### src/rtl/priority_encoder_42.sv
// Registered 4-to-2 priority encoder (bit 3 highest) with valid, one-hot grant, multi-request and change flags.
// Define PENC_COUNT_EN to add a registered popcount output 'count'.
module priority_encoder_42 (
   input  logic       clk,
   input  logic       rst,
   input  logic       en,
   input  logic [3:0] in,
   input  logic [3:0] mask,
   output logic [1:0] out,
   output logic       valid,
   output logic [3:0] onehot,
   output logic       multi,
   output logic       changed
`ifdef PENC_COUNT_EN
   ,
   output logic [2:0] count
`endif
);

   function automatic logic [1:0] f_encode(input logic [3:0] req);
      logic [1:0] idx;
      idx = 2'b00;
      if (req[3])      idx = 2'b11;
      else if (req[2]) idx = 2'b10;
      else if (req[1]) idx = 2'b01;
      else             idx = 2'b00;
      return idx;
   endfunction

   function automatic logic [3:0] f_onehot(input logic [1:0] idx, input logic vld);
      logic [3:0] oh;
      oh = 4'b0000;
      if (vld) oh[idx] = 1'b1;
      return oh;
   endfunction

   function automatic logic [2:0] f_popcount(input logic [3:0] req);
      return {2'b00, req[0]} + {2'b00, req[1]} + {2'b00, req[2]} + {2'b00, req[3]};
   endfunction

   logic [3:0] w_req;
   logic [1:0] w_out;
   logic       w_valid;
   logic [3:0] w_onehot;
   logic [2:0] w_pop;
   logic       w_multi;
   logic       w_diff;

   logic [1:0] r_out;
   logic       r_valid;
   logic [3:0] r_onehot;
   logic       r_multi;
   logic       r_changed;

   // Encode stage: combinational on the masked request vector
   always_comb begin
      w_req    = in & ~mask;
      w_out    = f_encode(w_req);
      w_valid  = |w_req;
      w_onehot = f_onehot(w_out, w_valid);
      w_pop    = f_popcount(w_req);
      w_multi  = (w_pop >= 3'd2);
      w_diff   = ({w_out, w_valid} != {r_out, r_valid});
   end

   // Output register stage; changed compares against the previously held result
   always_ff @(posedge clk) begin
      if (rst) begin
         r_out     <= 2'b00;
         r_valid   <= 1'b0;
         r_onehot  <= 4'b0000;
         r_multi   <= 1'b0;
         r_changed <= 1'b0;
      end else if (en) begin
         r_out     <= w_out;
         r_valid   <= w_valid;
         r_onehot  <= w_onehot;
         r_multi   <= w_multi;
         r_changed <= w_diff;
      end else begin
         r_changed <= 1'b0;
      end
   end

`ifdef PENC_COUNT_EN
   logic [2:0] r_count;

   always_ff @(posedge clk) begin
      if (rst)     r_count <= 3'b000;
      else if (en) r_count <= w_pop;
   end

   assign count = r_count;
`endif

   assign out     = r_out;
   assign valid   = r_valid;
   assign onehot  = r_onehot;
   assign multi   = r_multi;
   assign changed = r_changed;

endmodule

### config.mk
export PLATFORM = sky130hd
export DESIGN_NAME = priority_encoder_42
export DESIGN_NICKNAME = d
export VERILOG_FILES = /design/src/rtl/priority_encoder_42.sv
export SDC_FILE = /design/constraint.sdc
export NUM_CORES = 1
export LEC_CHECK = 0
export ABC_AREA = 1
export BUFFER_PORTS_ARGS = -buffer_cell sky130_fd_sc_hd__buf_2
export CAP_MARGIN = 20
export CORE_AREA = 2 2 39 41
export DETAILED_ROUTE_END_ITERATION = 6
export DIE_AREA = 0 0 41 43
export HOLD_SLACK_MARGIN = 0.03
export PLACE_DENSITY = 0.63
export SLEW_MARGIN = 10
export SYNTH_ARGS = -nofsm -noshare
export SYNTH_HDL_FRONTEND = slang
export SYNTH_SLANG_ARGS = --single-unit
### constraint.sdc
create_clock -name clk -period 1.3 [get_ports clk]
set_input_delay 0.13 -clock clk [delete_from_list [all_inputs] [get_ports clk]]
set_output_delay 0.13 -clock clk [all_outputs]
set_load 0.01 [all_outputs]
==> flow_summary.yaml <==
synthesis:
  synth_cell_types: 16
  yosysTopAreaCell: "dfxtp_1"
  synthFlopType: "dfxtp_1"
  synth_area_per_cell_um2: 7.12
  synthArstFlopShare_pct: 0
  synthCells: 71
  synth_nets: 84
  yosysWarnings: 0
  synth_top_area_share_pct: 35.6
  ys_ff_latch: 9
  synth_edf_count: 0
  netlist_area_um2: 505
  yosysSeqAreaShare_pct: 35.6
  synthTopCellsByArea: "dfxtp_1 36%, inv_1 11%, nand2_1 8.9%"
drt:
  wl_met1_um: 476
  drtPass1Iterations: 4
  postRouteAntennaNets: 0
  wl_met3_um: 82
  met2_length_um: 437
  drt_iter0_markers: 5
  drcViolationCount: 0
  totalWireLength_um: 1010
  vias_per_cell: 4.55
  via_count: 501
  highest-signal-layer: "met4"
  wire_per_inst_um: 9.16
final_layout:
  syn_to_final_growth_pct: 28.0
  final_common_cell: "buf_2"
  final_net_count: 108
  antenna_cells: 0
  finish.utilization_pct: 46.7
  final_cell_mix: "19 x buf_2, 15 x inv_1, 12 x nand2_1"
  drive_gt1_share_pct: 34.0
power:
  p_per_area_nw_per_um2: 1010
  leakage_nw: 0.373
  vdd_drop_max_mv: 0.491
die:
  die_x_um: 41
  dieHeight_um: 43
  initial_core_util_pct: 36.5
  die_area_um2: 1760
  core-area_um2: 1380
  rows: 14
  io_pins: 20
global_route:
  grt_pass1_vias: 431
  grt_pass1_wl_um: 1790
  track_usage_pct: 15.1
  grt_max_degree: 10
  grt.overflow.total: 0
  antenna_found_initial: 0
clock_tree:
  clk_pin_slew_ps: 60
  insertion_delay_ps: 260
  h-tree-depth: 1
  cts_buffers: 3
  post_cts_resized: 0
  cts_root_buffer: "clkbuf_4"
  post_cts_buffers: 0
  tritoncts_num_sinks: 9
  cts_buffer_depth: 2
  cts_hold_buf: 0
  cts_tree: "yes"
sta:
  hold_viol: 0
  timing.fmax_ghz: 1.08
  min_period_over_period_pct: 71.1
  setup_viol: 0
  setup_tns_ps: 0
  grt_setup_unrepaired: "no"
  worstMarginPinSlew_ps: 159
  fin_worst_skew_ps: 0.135
  period_minus_slack_ps: 925
  max_slew_margin_pct: 89.4
  finalMaxSlewViolations: 0
critical_path:
  required_ps: 1170
  worstPathMaxFanout: 4
  startpoint_type: "flop"
  critPathKind: "reg2out"
  critPathBufInv: 1
  endpoint_kind: "primary output"
  crit_chain: "buf_2"
  critPathMaxStageDelay_ps: 380
  ff2ff_path_depth: 6
  arrival_ps: 790
  path_depth: 1
  cp_slowest_cell: "dfxtp_1"
  path_delay_family: "flip-flops"
run:
  drv_cap: 0
outcome:
  outcome: "complete, no violations"
min_path:
  holdCritPathClass: "in2reg"
  hold_depth: 2
placed_design:
  dp_hpwl_um: 806
  place.gp.congestion: 0.776
  io_buffers: 19
[report_power, final]
group	switching (mW)	internal [mW]	total, mW	leakage (nW)
combinational	0.0799	0.0552	0.135	0.284
sequential	0.00923	0.292	0.301	0.0742
clock	0.0988	0.118	0.217	0.0150
[through the flow]
step	setup WS (ps)	power (mW)	hold WS (ps)	std cells	area, µm²
after CTS	376	0.662	79.7	110	647
after global routing	246	0.696	89.5	110	647
after detailed placement	87.0	0.444	356	106	621
after global placement	113	0.441	358	106	621
final	375	0.654	85.7	110	647
after floorplan	226	0.396	199	71	505
[cells by family (layout without fill, tap and decap cells)]
family | after synthesis | in the layout | synth area share (%)
buf+inv | 18 | 41 | 14.1
fa+ha+maj | 2 | 2 | 6.44
simple gates | 30 | 30 | 31.7
compound gates | 12 | 12 | 12.1
flops | 9 | 9 | 35.6
[registers in the layout, indices dropped and copies added, names as in the netlist]
signal and flops:
out 2, valid 1, onehot 4, changed 1, multi 1
[metal layers]
| layer | up-vias | track usage, % |
|---|---|---|
| met3 | 2 | 7.85 |
| met1 | 215 | 21.3 |
| met4 | 0 | 6.00 |
| met2 | 18 | 18.8 |
| met5 | - | 0 |
| li1 | 266 | - |
[final cells by class]
class	count	area, µm²
fill	149	737
clock buffer	4	26.3
sequential	9	180
tap	16	20.0
multi-input combinational	44	254
timing repair buffer	20	103
inverter	17	63.8
[final timing paths]
kind,start,end,slack [ps]
worst max register to register,out[1],changed,480
worst min-delay path,rst,onehot[0],90
worst max-delay path,valid,valid,380
worst min register to register,onehot[0],onehot[0],460
[cells in the mapped netlist (2+ instances only)]
master,n
o21ai_0,5
nand3_1,4
nor2_4,2
inv_1,15
dfxtp_1,9
inv_2,2
nor2_1,5
nand2_4,2
nand4_1,2
nand2_1,12
nand2_2,3
a21oi_1,6
Power figures use the tool's default switching activity.
